===== src/rtl/thermal_monitor.sv =====
// rtl/thermal_monitor.sv - multi-sensor thermal supervisor with filtered max tracking and hysteresis FSM
//
// Periodically scans NUM_SENSORS temperature inputs (one per cycle), keeps a
// per-sensor averaging filter and fault counter, then in a single EVAL cycle
// publishes the hottest qualifying sensor and steps the thermal state.
//
// Ports:
//   clk, rst_n              clock, asynchronous active-low reset
//   enable                  interval counter enable
//   sensor_temp/valid       packed per-sensor readings (sensor i at [8i+7:8i])
//   warn/hot/crit_thresh    thresholds in degrees C, sampled in EVAL only
//   irq_clear               clears the sticky irq
//   thermal_state           0 NORMAL, 1 WARM, 2 HOT, 3 CRITICAL
//   throttle_req            state >= HOT
//   shutdown_req            state == CRITICAL
//   max_temp/max_sensor_id  hottest filtered qualifying sensor of last scan
//   sensor_fault            per-sensor fault flags
//   scan_done               one-cycle pulse when results are published
//   irq                     sticky interrupt

module thermal_monitor #(
    parameter int NUM_SENSORS     = 4,
    parameter int SAMPLE_INTERVAL = 256,
    parameter int FAULT_LIMIT     = 3,
    parameter int HYST            = 2
) (
    input  logic                           clk,
    input  logic                           rst_n,
    input  logic                           enable,
    input  logic [8*NUM_SENSORS-1:0]       sensor_temp,
    input  logic [NUM_SENSORS-1:0]         sensor_valid,
    input  logic [7:0]                     warn_thresh,
    input  logic [7:0]                     hot_thresh,
    input  logic [7:0]                     crit_thresh,
    input  logic                           irq_clear,
    output logic [1:0]                     thermal_state,
    output logic                           throttle_req,
    output logic                           shutdown_req,
    output logic [7:0]                     max_temp,
    output logic [$clog2(NUM_SENSORS)-1:0] max_sensor_id,
    output logic [NUM_SENSORS-1:0]         sensor_fault,
    output logic                           scan_done,
    output logic                           irq
);

    localparam int              IDW      = $clog2(NUM_SENSORS);
    localparam int              CW       = $clog2(SAMPLE_INTERVAL);
    localparam logic [CW-1:0]   CNT_LAST = CW'(SAMPLE_INTERVAL - 1);
    localparam logic [IDW-1:0]  IDX_LAST = IDW'(NUM_SENSORS - 1);
    localparam logic [3:0]      FLIM     = 4'(FAULT_LIMIT);
    localparam logic [8:0]      HYST9    = 9'(HYST);

    typedef enum logic [1:0] {
        ST_IDLE = 2'd0,
        ST_SCAN = 2'd1,
        ST_EVAL = 2'd2
    } fsm_t;

    fsm_t                   r_fsm;
    logic [IDW-1:0]         r_idx;
    logic [CW-1:0]          r_cnt;

    logic [7:0]             r_filt   [NUM_SENSORS];
    logic [3:0]             r_fcnt   [NUM_SENSORS];
    logic [NUM_SENSORS-1:0] r_loaded;
    logic [NUM_SENSORS-1:0] r_fault;

    logic [1:0]             r_state;
    logic                   r_throttle;
    logic                   r_shutdown;
    logic [7:0]             r_max_temp;
    logic [IDW-1:0]         r_max_id;
    logic [NUM_SENSORS-1:0] r_sensor_fault;
    logic                   r_scan_done;
    logic                   r_irq;

    logic                   w_start;
    logic [8:0]             w_sum    [NUM_SENSORS];
    logic [7:0]             w_max_temp;
    logic [IDW-1:0]         w_max_id;
    logic                   w_found;
    logic [1:0]             w_level;
    logic [7:0]             w_thr_cur;
    logic [1:0]             w_next_state;
    logic                   w_irq_set;

    assign w_start = enable && (r_cnt == CNT_LAST) && (r_fsm == ST_IDLE);

    // Interval counter: free-runs while enabled, parked at 0 otherwise.
    always_ff @(posedge clk or negedge rst_n) begin
        if (!rst_n) begin
            r_cnt <= '0;
        end else if (!enable || r_cnt == CNT_LAST) begin
            r_cnt <= '0;
        end else begin
            r_cnt <= r_cnt + CW'(1);
        end
    end

    always_ff @(posedge clk or negedge rst_n) begin
        if (!rst_n) begin
            r_fsm <= ST_IDLE;
            r_idx <= '0;
        end else begin
            case (r_fsm)
                ST_IDLE: begin
                    if (w_start) begin
                        r_fsm <= ST_SCAN;
                        r_idx <= '0;
                    end
                end
                ST_SCAN: begin
                    if (r_idx == IDX_LAST) begin
                        r_fsm <= ST_EVAL;
                    end else begin
                        r_idx <= r_idx + IDW'(1);
                    end
                end
                ST_EVAL: r_fsm <= ST_IDLE;
                default: r_fsm <= ST_IDLE;
            endcase
        end
    end

    // 9-bit sum keeps the carry so the halving average cannot wrap.
    always_comb begin
        for (int i = 0; i < NUM_SENSORS; i++) begin
            w_sum[i] = {1'b0, r_filt[i]} + {1'b0, sensor_temp[8*i +: 8]};
        end
    end

    always_ff @(posedge clk or negedge rst_n) begin
        if (!rst_n) begin
            r_loaded <= '0;
            r_fault  <= '0;
            for (int i = 0; i < NUM_SENSORS; i++) begin
                r_filt[i] <= '0;
                r_fcnt[i] <= '0;
            end
        end else begin
            for (int i = 0; i < NUM_SENSORS; i++) begin
                if (r_fsm == ST_SCAN && r_idx == IDW'(i)) begin
                    if (sensor_valid[i]) begin
                        r_filt[i]   <= r_loaded[i] ? w_sum[i][8:1] : sensor_temp[8*i +: 8];
                        r_loaded[i] <= 1'b1;
                        r_fcnt[i]   <= '0;
                        r_fault[i]  <= 1'b0;
                    end else if (r_fcnt[i] != FLIM) begin
                        r_fcnt[i] <= r_fcnt[i] + 4'd1;
                        if (r_fcnt[i] + 4'd1 == FLIM) begin
                            r_fault[i] <= 1'b1;
                        end
                    end
                end
            end
        end
    end

    // Hottest non-faulted, ever-valid sensor; strict compare keeps the lowest index on ties.
    always_comb begin
        w_max_temp = '0;
        w_max_id   = '0;
        w_found    = 1'b0;
        for (int i = 0; i < NUM_SENSORS; i++) begin
            if (r_loaded[i] && !r_fault[i] && (!w_found || r_filt[i] > w_max_temp)) begin
                w_max_temp = r_filt[i];
                w_max_id   = IDW'(i);
                w_found    = 1'b1;
            end
        end
    end

    // Crit is tested first so misordered thresholds resolve to the higher level.
    always_comb begin
        w_level = 2'd0;
        if (w_max_temp >= crit_thresh) begin
            w_level = 2'd3;
        end else if (w_max_temp >= hot_thresh) begin
            w_level = 2'd2;
        end else if (w_max_temp >= warn_thresh) begin
            w_level = 2'd1;
        end
    end

    always_comb begin
        case (r_state)
            2'd1:    w_thr_cur = warn_thresh;
            2'd2:    w_thr_cur = hot_thresh;
            2'd3:    w_thr_cur = crit_thresh;
            default: w_thr_cur = 8'd0;
        endcase
    end

    always_comb begin
        w_next_state = r_state;
        if (&r_fault) begin
            w_next_state = 2'd3;
        end else if (w_level > r_state) begin
            w_next_state = w_level;
        end else if (w_level < r_state && ({1'b0, w_max_temp} + HYST9) < {1'b0, w_thr_cur}) begin
            w_next_state = r_state - 2'd1;
        end
    end

    assign w_irq_set = (r_fsm == ST_EVAL) &&
                       ((w_next_state > r_state) || (|(r_fault & ~r_sensor_fault)));

    // All status outputs are published together in the EVAL cycle.
    always_ff @(posedge clk or negedge rst_n) begin
        if (!rst_n) begin
            r_state        <= 2'd0;
            r_throttle     <= 1'b0;
            r_shutdown     <= 1'b0;
            r_max_temp     <= '0;
            r_max_id       <= '0;
            r_sensor_fault <= '0;
            r_scan_done    <= 1'b0;
            r_irq          <= 1'b0;
        end else begin
            r_scan_done <= 1'b0;
            r_irq       <= w_irq_set | (r_irq & ~irq_clear);
            if (r_fsm == ST_EVAL) begin
                r_state        <= w_next_state;
                r_throttle     <= (w_next_state >= 2'd2);
                r_shutdown     <= (w_next_state == 2'd3);
                r_max_temp     <= w_max_temp;
                r_max_id       <= w_max_id;
                r_sensor_fault <= r_fault;
                r_scan_done    <= 1'b1;
            end
        end
    end

    assign thermal_state = r_state;
    assign throttle_req  = r_throttle;
    assign shutdown_req  = r_shutdown;
    assign max_temp      = r_max_temp;
    assign max_sensor_id = r_max_id;
    assign sensor_fault  = r_sensor_fault;
    assign scan_done     = r_scan_done;
    assign irq           = r_irq;

endmodule

===== config.mk =====
export PLATFORM = sky130hd
export DESIGN_NAME = thermal_monitor
export DESIGN_NICKNAME = d
export VERILOG_FILES = /design/src/rtl/thermal_monitor.sv
export SDC_FILE = /design/constraint.sdc
export NUM_CORES = 1
export LEC_CHECK = 0
export ABC_AREA = 0
export BUFFER_PORTS_ARGS = -buffer_cell sky130_fd_sc_hd__buf_2
export CORE_MARGIN = 2
export CORE_UTILIZATION = 45
export DETAILED_ROUTE_END_ITERATION = 10
export GPL_TIMING_DRIVEN = 0
export MAX_ROUTING_LAYER = met4
export PLACE_DENSITY = 0.63
export SLEW_MARGIN = 20
export SYNTH_ARGS = -nofsm -noshare
export SYNTH_HDL_FRONTEND = slang
export SYNTH_SLANG_ARGS = --single-unit

===== constraint.sdc =====
create_clock -name clk -period 20.5 [get_ports clk]
set_clock_uncertainty 0.15 [all_clocks]
set_input_delay 6.15 -clock clk [delete_from_list [all_inputs] [get_ports clk]]
set_output_delay 6.15 -clock clk [all_outputs]
set_load 0.05 [all_outputs]

-- After elaboration in Yosys (flattened, before gate mapping)
Index checks and enable logic that the tools add are counted.
- bits in registers: 88
- input bits: 64
- add/sub/neg operators: 12
- magnitude comparators: 11
- eq/ne operators: 21
- multiplexer cells: 49
- bitwise operators: 5
- reduce and logical (&&, ||, !) cells: 55
- operator list (operator ; count):
    $mux 8 ; 9
    $add 8x8->9 ; 4
    $mux 4 ; 8
    $ge 8x8->1 ; 3
    $gt 8x8->1 ; 3
    $pmux 8 s3 ; 1
    $mux 2 ; 11
    $mux 1 ; 18
    $reduce_and 2->1 ; 9
    $reduce_bool 2->1 ; 9
    $add 4x1->4 const B ; 4
    $eq 4x2->1 const B ; 4
    $ne 4x2->1 const B ; 4
    $logic_and 1x1->1 ; 15
    $reduce_and 3->1 ; 5
    $eq 2x2->1 const B ; 6
    $add 8x2->9 const B ; 1
    $lt 9x8->1 ; 1
    $add 8x1->8 const B ; 1
    $eq 8x8->1 const B ; 1
    $logic_not 1->1 ; 8
    $pmux 2 s2 ; 2
    $eq 2x1->1 const B ; 3
    $ne 2x2->1 const B ; 3
    14 further kinds ; 20

-- Longest topological paths before layout
Gate-level depths: netlist (run 1).
- depth in word-level cells: 28
- gate-level depth with buffers: 51
- gate-level depth less buffers: 47

-- Least setup slack after synthesis (run 1)
Ideal clock, no wire load.
- path kind: input-to-reg
- from: in hot_thresh[0]
- to: reg r_irq (netlist: irq)
- arrival: 9.732 ns
- path slack: 10.480 ns
- cell stages on the path: 23
- path buffers: 0
- path through: ha_1 > nand2b_1 > a21o_1 > a21o_1 > a211oi_1 > o21bai_1 > a31oi_1 > a21bo_2 > ha_1 > a21oi_1 > nor2b_1 > nand3_1 > a41oi_1 > a21o_1 > a21oi_1 > a311o_1 > nand3_1 > inv_1 > ha_1 > a21oi_1 > a21oi_1 > nor3_1 > o22ai_1
- word-level cells in the longest chain between the ends: 12
- elaborated cells between the ends (all ways): 15
- classes of those cells: 5 x order compare; 6 x mux; 1 x bitwise; 3 x reduce/logical
- ends and longest elaborated chain (what ; RTL line ; RTL):
    start, declared ; 33 ; input logic [7:0] hot_thresh,
    $ge 8x8->1 ; 178 ; end else if (w_max_temp >= hot_thresh) begin
    $mux 2 ; 178 ;
    $mux 2 ; 176 ; if (w_max_temp >= crit_thresh) begin
    $lt 2x2->1 ; 200 ; end else if (w_level < r_state && ({1'b0, w_max_temp} + HYST9) < {1'b0, w_thr_cur}) begin
    $logic_and 1x1->1 ; 200 ;
    $mux 2 ; 200 ;
    $mux 2 (*) ; 198 ; end else if (w_level > r_state) begin
    $mux 2 (*) ; 196 ; if (&r_fault) begin
    named net w_next_state[1] ; 84 ; logic [1:0] w_next_state;
    $gt 2x2->1 (*) ; 206 ; ((w_next_state > r_state) || (|(r_fault & ~r_sensor_fault)));
    $logic_or 1x1->1 (*) ; 206 ;
    $logic_and 1x1->1 (*) ; 205 ; assign w_irq_set = (r_fsm == ST_EVAL) &&
    $or 1x1->1 (*) ; 221 ; r_irq <= w_irq_set | (r_irq & ~irq_clear);
    end signal, assigned ; 221 ;
    end, declared ; 75 ; logic r_irq;
Mark *: on every way through the listed nets, which the timed path passes. The rest lies on a longest branch.
A chain may end at the register's enable or synchronous reset.

-- Worst setup path in the final report (run 1)
- from: reg r_fault[0]
- to: reg r_irq (netlist: irq)
- word-level cells in the longest chain between the ends: 28
- elaborated cells between the ends (all ways): 42
- classes of those cells: 1 x add/sub; 10 x order compare; 13 x mux; 2 x bitwise; 16 x reduce/logical
- ends and longest elaborated chain (what ; RTL line ; RTL):
    start, declared ; 66 ; logic [NUM_SENSORS-1:0] r_fault;
    start signal, assigned ; 135 ; r_fault <= '0;
    start signal, assigned by index ; 147 ; r_fault[i] <= 1'b0;
    start signal, assigned by index ; 151 ; r_fault[i] <= 1'b1;
    branches (longest 23 deep; another with $gt 8x8->1) ; -- ;
    $mux 2 (*) ; 196 ;
    named net w_next_state[1] ; 84 ;
    $gt 2x2->1 (*) ; 206 ;
    $logic_or 1x1->1 (*) ; 206 ;
    $logic_and 1x1->1 (*) ; 205 ;
    $or 1x1->1 (*) ; 221 ;
Mark *: on every way through the listed nets, which the timed path passes.

==> reports/metrics.csv, run 1 <==
metric,value,unit
result of the run,"finished, final reports clean",
post-synthesis cell count,842,
root cell of the clock tree,clkbuf_16,
unrepaired setup endpoints after global routing,no,
"CTS clk-pin slew, worst paths",0.07,ns
most frequently used flop master after synthesis,dfrtp_1,
share of the core filled with cells,52.8,%
launching instance or port of the critical path,r_fault[0],
fraction of synthesized area in multiplexers,4.69,%
core area,15900,µm²
final net count,1110,
post-synthesis share of cell area spent on xor and xnor gates,4.90,%
CP Capture Type,flip-flop,
number of synthesized flops with an enable pin,0,
endpoint of the worst hold-timing path,max_temp[7],
most frequent CP cell,ha_1,
"arithmetic-cell share of the synthesized area counting full adders, half adders and majority gates",19.0,%
cts hold-fix bufs,0,
number of nets still failing antenna checks after routing,0,
area fraction of the dominant cell type after synthesis,30.0,%
Port Buffers,83,
share of final-layout standard cells stronger than drive strength 1,13.9,%
via count of the first global-routing pass,5926,
half-perimeter wire length after placement,13.6,mm
Setup CP Type,reg -> reg,
gr ovfl total,0,
path category of the worst min-delay check,reg -> reg,
routability cong.,0.878,
largest family of logic cells by synthesized area,compound AO/OA/AOI/OAI gates,
hold path start,max_temp[7],
Worst Tran Pin Value,0.885,ns
number of register bits inferred by synthesis,88,
Async SR Flop Fraction,100,%
Vias per Instance,5.40,
post-route fraction of the period consumed by the critical path,54.8,%
max-capacitance violation count,0,
count of synthesis-stage warnings from yosys,0,
CP max-delay cell,a2111oi_0,
top fanout value on the critical path,10,
portion of the post-synthesis area used by sequential elements,30.0,%
total negative slack for setup checks,0,ns
clock latency on the worst-skew pair,0.35,ns
largest net degree at the start of global routing,50,
final-report hold violation count,0,
number of buffers inserted during clock tree synthesis,9,
Pins Over Slew Limit,0,
number of H-tree levels,3,
area of the die,17300,µm²
wire per inst,14.8,µm
y dimension of the die,132,µm
Final min period,11.24,ns
count of pins on the block boundary,84,
Peak Freq,89.0,MHz
setup slack of the worst register-to-register path,9.26,ns
tightest slew margin relative to the limit,41.0,%
detailed-route wire length,17.2,mm
filler-free cell count of the finished design,1158,
nets in the synthesized netlist,1015,
distinct cell type count of the synthesized netlist,62,
Layout area overhead,14.4,%
kind of start point of the critical path,flip-flop,
first-pass GRT wire length,29.1,mm
clock tree from TritonCTS,built,
number of DRC markers after the initial detailed-route iteration,356,
compound-cell area share of the yosys netlist,20.4,%
global-route usage over all layers,21.0,%
antenna violations before repair,0,
number of gates resized after CTS,0,
length of the first detailed-routing pass in iterations,5,
vias after detailed routing,6256,
placed cell count,1142,
maximum clock path buffer count,2,
Final setup viols,0,
number of placement rows,46,
Critical R2R Launch,r_fault[0],
post-synthesis cell area,7330,µm²
count of cells along the worst register-to-register path,47,
hold-critical path depth,2,
DRC viols,0,
worst reg2reg path endpoint,irq,
synthesized area divided by synthesized cell count,8.71,µm²
number of post-CTS setup repair buffers,0,
Slowest Stage Delay on Critical Path,0.67,ns
required time of the critical path,20.56,ns
initial cell density of the core,46.1,%
clock net sink count,88,
arrival time at the worst endpoint,11.30,ns
width of the die,132,µm
Ant. Diodes,0,
"share of synthesized cell area in and, or, nand and nor gates",15.6,%
dominant cells by area after synthesis,"dfrtp_1 30%, ha_1 18%, nand2_1 5.4%, mux2i_1 4.2%, o21ai_0 4.1%",
library cell occupying the most area in the post-synthesis netlist,dfrtp_1,
placed cells by master, fill, tap and decap left out, types with 22 or more instances in the layout:
cell     Yosys  routed
o21ai_0     60      60
dfrtp_1     88      88
xnor2_1     25      25
buf_2        2      84
nor2_1      35      35
inv_1       78      78
ha_1       105     105
mux2i_1     31      31
a21oi_1     55      55
nand2_1    106     106
nand3_1     22      22
worst max-delay path, delay by kind of cell, from the launching register on:
kind | cells | cell delay [ns]
compound gates | 23 | 4.84
fa+ha+maj | 6 | 1.80
buf+inv | 4 | 1.01
flops | 1 | 0.47
mux | 2 | 0.71
simple gates | 12 | 2.09
how the worst max path moves through the flow:
| stage | end | cells past startpoint |
|---|---|---|
| 2_1_floorplan | irq | 23 |
| 3_3_place_gp | irq | 47 |
| 3_5_place_dp | irq | 49 |
| 4_1_cts | irq | 49 |
| 5_1_grt | irq | 48 |
| 6_report | irq | 47 |
cell type report:
type,instances,area (µm²)
fill,1522,7500
multi-input combinational,654,4740
sequential,88,2200
timing repair buffer,84,449
inverter,79,297
tap,216,270
clock buffer,10,239
clock inverter,6,97.6
buffer,21,96.3
sequential cells by signal (all words and copies together) (netlist names), 4 cells and up:
register / flops
max_temp: 8
r_cnt: 8
r_fault: 4
r_fcnt: 16
r_filt: 32
r_loaded: 4
sensor_fault: 4
per-stage QoR:
step                      hold WS (ns)  worst slack, ns  cell area [µm²]
after detailed placement         0.320             9.36             8050
final                            0.329             9.26             8390
after floorplan                  0.303            10.48             7330
after global routing             0.358             8.44             8390
after global placement           0.307             9.34             8020
after CTS                        0.336             9.35             8390
logic make-up after synthesis:
group / count (synthesis)
flip-flops: 88
multiplexers: 34
AO/OA/AOI/OAI: 226
adder cells (fa/ha/maj): 109
AND/OR/NAND/NOR: 244
buffers and inverters: 100
XOR/XNOR: 41
cells in the mapped netlist (4+ instances only):
cell	number
and3_1	4
o21ai_1	4
clkbuf_1	13
o21ai_0	60
a21oi_1	55
or2_2	10
nand2_1	106
ha_1	105
o31ai_1	8
nand4_1	7
o21bai_1	19
a31oi_1	10
a222oi_1	8
a21o_1	19
nand2b_1	12
nand3_1	22
a31o_2	5
a211oi_1	4
xnor2_1	25
buf_1	4
fa_1	4
nor2_1	35
dfrtp_1	88
mux2i_1	31
nor2b_1	12
xor2_1	16
and2_1	7
nor3_1	17
o21a_1	4
inv_1	78
per-layer routing:
layer	GRT usage [%]	vias to the layer above	wire (µm)
met2	33.4	123	7830
met3	2.47	17	567
met4	7.13	0	318
li1	-	3188	-
met1	27.9	2928	8470
met5	-	-	0
Power of run 1 is left out: the tool's default activity adds up to more than one toggle a clock period on the data nets, which glitch-free logic cannot reach.
==> inputs of run 2 (changes only) <==
ABC_AREA = 1   (was 0)
PLACE_DENSITY = 0.66   (was 0.63)
clock period = 10.17 ns   (was 20.5 ns; I/O delays follow)
==> run 2 against run 1 <==
  * Maximum frequency increased by 30%
  * Area after synthesis increased by 0.24%
  * Sequential share of layout area increased by 0.090 points
  * Die area increased by 0.23%
  * Worst hold slack got worse by 0.019 ns
  * Setup slack got worse by 7.7 ns
  * Wire length decreased by 4.6%
  * Highest routed layer unchanged
==> reports/metrics.csv, run 2 <==
metric,value,unit,change
number of flip-flops under the largest register name,32,,unchanged
root cell of the clock tree,clkbuf_16,,
Static Leak,0.00446,µW,
Pwr Density,118,nW/µm²,
count of synthesis-stage warnings from yosys,0,,unchanged
number of placement rows,46,,unchanged
placed cell count,1271,,+11%
most frequently used flop master after synthesis,dfrtp_1,,
routability cong.,0.849,,-3.4%
final-report hold violation count,0,,unchanged
first-pass GRT wire length,28.1,mm,-3.2%
Pins Over Slew Limit,0,,unchanged
maximum clock path buffer count,2,,unchanged
setup slack of the worst register-to-register path,1.55,ns,-7.71 ns
most used standard cells in the synthesized netlist,"189 x nand2_1, 150 x inv_1, 105 x ha_1",,
length of the first detailed-routing pass in iterations,4,,-1
width of the die,132,µm,+0.11%
Final setup viols,0,,unchanged
dominant cells by area after synthesis,"dfrtp_1 30%, ha_1 18%, nand2_1 9.7%, inv_1 7.7%, o21ai_0 5.5%",,
Worst Tran Pin Value,0.486,ns,-0.399 ns
gr ovfl total,0,,unchanged
number of H-tree levels,3,,unchanged
number of synthesized flops with an enable pin,0,,unchanged
# fillers,1586,,+4.2%
Peak Freq,116,MHz,+30%
"CTS clk-pin slew, worst paths",0.06,ns,about the same
cts hold-fix bufs,0,,unchanged
unrepaired setup endpoints after global routing,no,,
Post-Route Hold Slack,0.310,ns,-0.0186 ns
CP Capture Type,flip-flop,,
total negative slack for setup checks,0,ns,unchanged
most frequent CP cell,nand2_1,,
initial cell density of the core,46.1,%,-0.057 points
number of nets still failing antenna checks after routing,0,,unchanged
area of the die,17400,µm²,+0.23%
area fraction of the dominant cell type after synthesis,30.0,%,-0.072 points
number of post-CTS setup repair buffers,0,,unchanged
top fanout value on the critical path,10,,unchanged
detailed-route wire length,16.4,mm,-4.6%
portion of the post-synthesis area used by sequential elements,30.0,%,-0.072 points
final net count,1239,,+12%
most frequent cell after synthesis,nand2_1,,
result of the run,"finished, final reports clean",,
antenna violations before repair,0,,unchanged
clock latency on the worst-skew pair,0.35,ns,about the same
clock tree from TritonCTS,built,,
via count of the first global-routing pass,5923,,-0.051%
share of final-layout standard cells stronger than drive strength 1,13.6,%,-0.26 points
Reg with most FFs,r_filt,,
clock net sink count,88,,unchanged
half-perimeter wire length after placement,13.4,mm,-1.9%
number of register bits inferred by synthesis,88,,unchanged
tightest slew margin relative to the limit,67.3,%,+26 points
vias after detailed routing,6378,,+2.0%
biggest registers after layout,"r_filt: 32 flops, r_fcnt: 16 flops",,
post-synthesis cell area,7350,µm²,+0.24%
"most common cell after layout, fill and taps aside",nand2_1,,
number of DRC markers after the initial detailed-route iteration,289,,-19%
global-route usage over all layers,20.2,%,-0.81 points
distinct cell type count of the synthesized netlist,46,,-26%
y dimension of the die,132,µm,+0.11%
Layout area overhead,13.7,%,
Async SR Flop Fraction,100,%,unchanged
core area,15900,µm²,+0.36%
kind of start point of the critical path,flip-flop,,
library cell occupying the most area in the post-synthesis netlist,dfrtp_1,,
Final min period,8.62,ns,-2.62 ns
wire per inst,12.7,µm,-14%
post-synthesis cell count,971,,+15%
max-capacitance violation count,0,,unchanged
Vias per Instance,4.96,,-8.3%
Slowest Stage Delay on Critical Path,0.37,ns,-0.30 ns
DRC viols,0,,unchanged
post-route fraction of the period consumed by the critical path,84.7,%,+30 points
filler-free cell count of the finished design,1287,,+11%
required time of the critical path,10.24,ns,-10.32 ns
synthesized area divided by synthesized cell count,7.57,µm²,-13%
count of pins on the block boundary,84,,unchanged
number of buffers inserted during clock tree synthesis,9,,unchanged
worst vdd ir,0.0000944,V,
path category of the worst min-delay check,reg -> reg,,
most used cells in the layout excluding fill and tap cells,"189 x nand2_1, 150 x inv_1, 105 x ha_1, 88 x dfrtp_1, 83 x buf_2",,
number of gates resized after CTS,0,,unchanged
nets in the synthesized netlist,1144,,+13%
Port Buffers,83,,unchanged
Setup CP Type,reg -> reg,,
arrival time at the worst endpoint,8.68,ns,-2.62 ns
CP max-delay cell,dfrtp_1,,
largest net degree at the start of global routing,48,,-4.0%
## run 2: changes by cell type in the layout (fill, tap and decap cells not counted), moves of 18 or more
cell	change
nand2_1	+83
inv_1	+72
nor2_1	+47
mux2i_1	-31
nand3_1	+24
o21ai_0	+21
o21bai_1	-19
a21o_1	-18
## run 2: where the power goes
group          leakage, µW  switching [µW]  internal [µW]
clock network     0.000135             137            189
registers          0.00106            11.6            361
logic              0.00327             171            120
## run 2: worst max-delay path: cells and delay by family, from the launching register on
kind                       cells  cell delay [ns]
AOI/OAI and AO/OA             19             3.06
adders and majority gates      6             1.62
buffers and inverters          6             0.66
DFF                            1             0.37
and+or+nand+nor               25             2.61
## run 2: final timing paths
kind                            depth (start not counted)         end         from
worst max-delay path                                   56         irq  r_loaded[0]
worst min-delay path                                    1    r_cnt[0]     r_cnt[0]
worst max register to register                         56         irq  r_loaded[0]
worst min register to register                          1    r_cnt[0]     r_cnt[0]
max in group asynchronous                               2    r_cnt[1]        rst_n
min in group asynchronous                               1  r_filt[19]        rst_n
## run 2: kinds of logic (layout without fill, tap and decap cells)
group | count (synthesis) | after routing | synth area share (%)
buffers and inverters | 172 | 271 | 9.01
other | 0 | 1 | 0
and+or+nand+nor | 371 | 371 | 22.9
AOI/OAI and AO/OA | 207 | 207 | 16.3
adders and majority gates | 109 | 109 | 19.0
xor gates and xnor gates | 24 | 24 | 2.86
DFF | 88 | 88 | 30.0
## run 2: area by class of cell
cell class / count / area, µm² / area share (%)
buffer: 14 / 61.3 / 0.734
multi-input combinational: 711 / 4480 / 53.7
tap: 216 / 270 / 3.23
inverter: 158 / 601 / 7.19
sequential: 88 / 2200 / 26.3
clock inverter: 5 / 58.8 / 0.704
antenna: 1 / 2.50 / 0.0299
timing repair buffer: 84 / 449 / 5.37
clock buffer: 10 / 229 / 2.74
## run 2: metal layers
metal / routed length, µm / up-vias / track usage [%]
met5: 0 / - / -
met3: 731 / 9 / 3.65
met4: 112 / 0 / 3.20
met2: 7390 / 108 / 31.6
met1: 8160 / 2862 / 27.9
li1: - / 3399 / -
## run 2: through the flow
stage | total power [µW] | cell area, µm² | worst slack (ns) | util (%)
after global placement | 662 | 8030 | 1.62 | 50.4
after CTS | 999 | 8360 | 1.56 | 52.4
after floorplan | 595 | 7350 | 2.59 | -
final | 989 | 8360 | 1.55 | 52.4
after detailed placement | 669 | 8070 | 1.65 | 50.6
after global routing | 1070 | 8360 | 0.855 | 52.4
(Power assumes the default switching activity.)
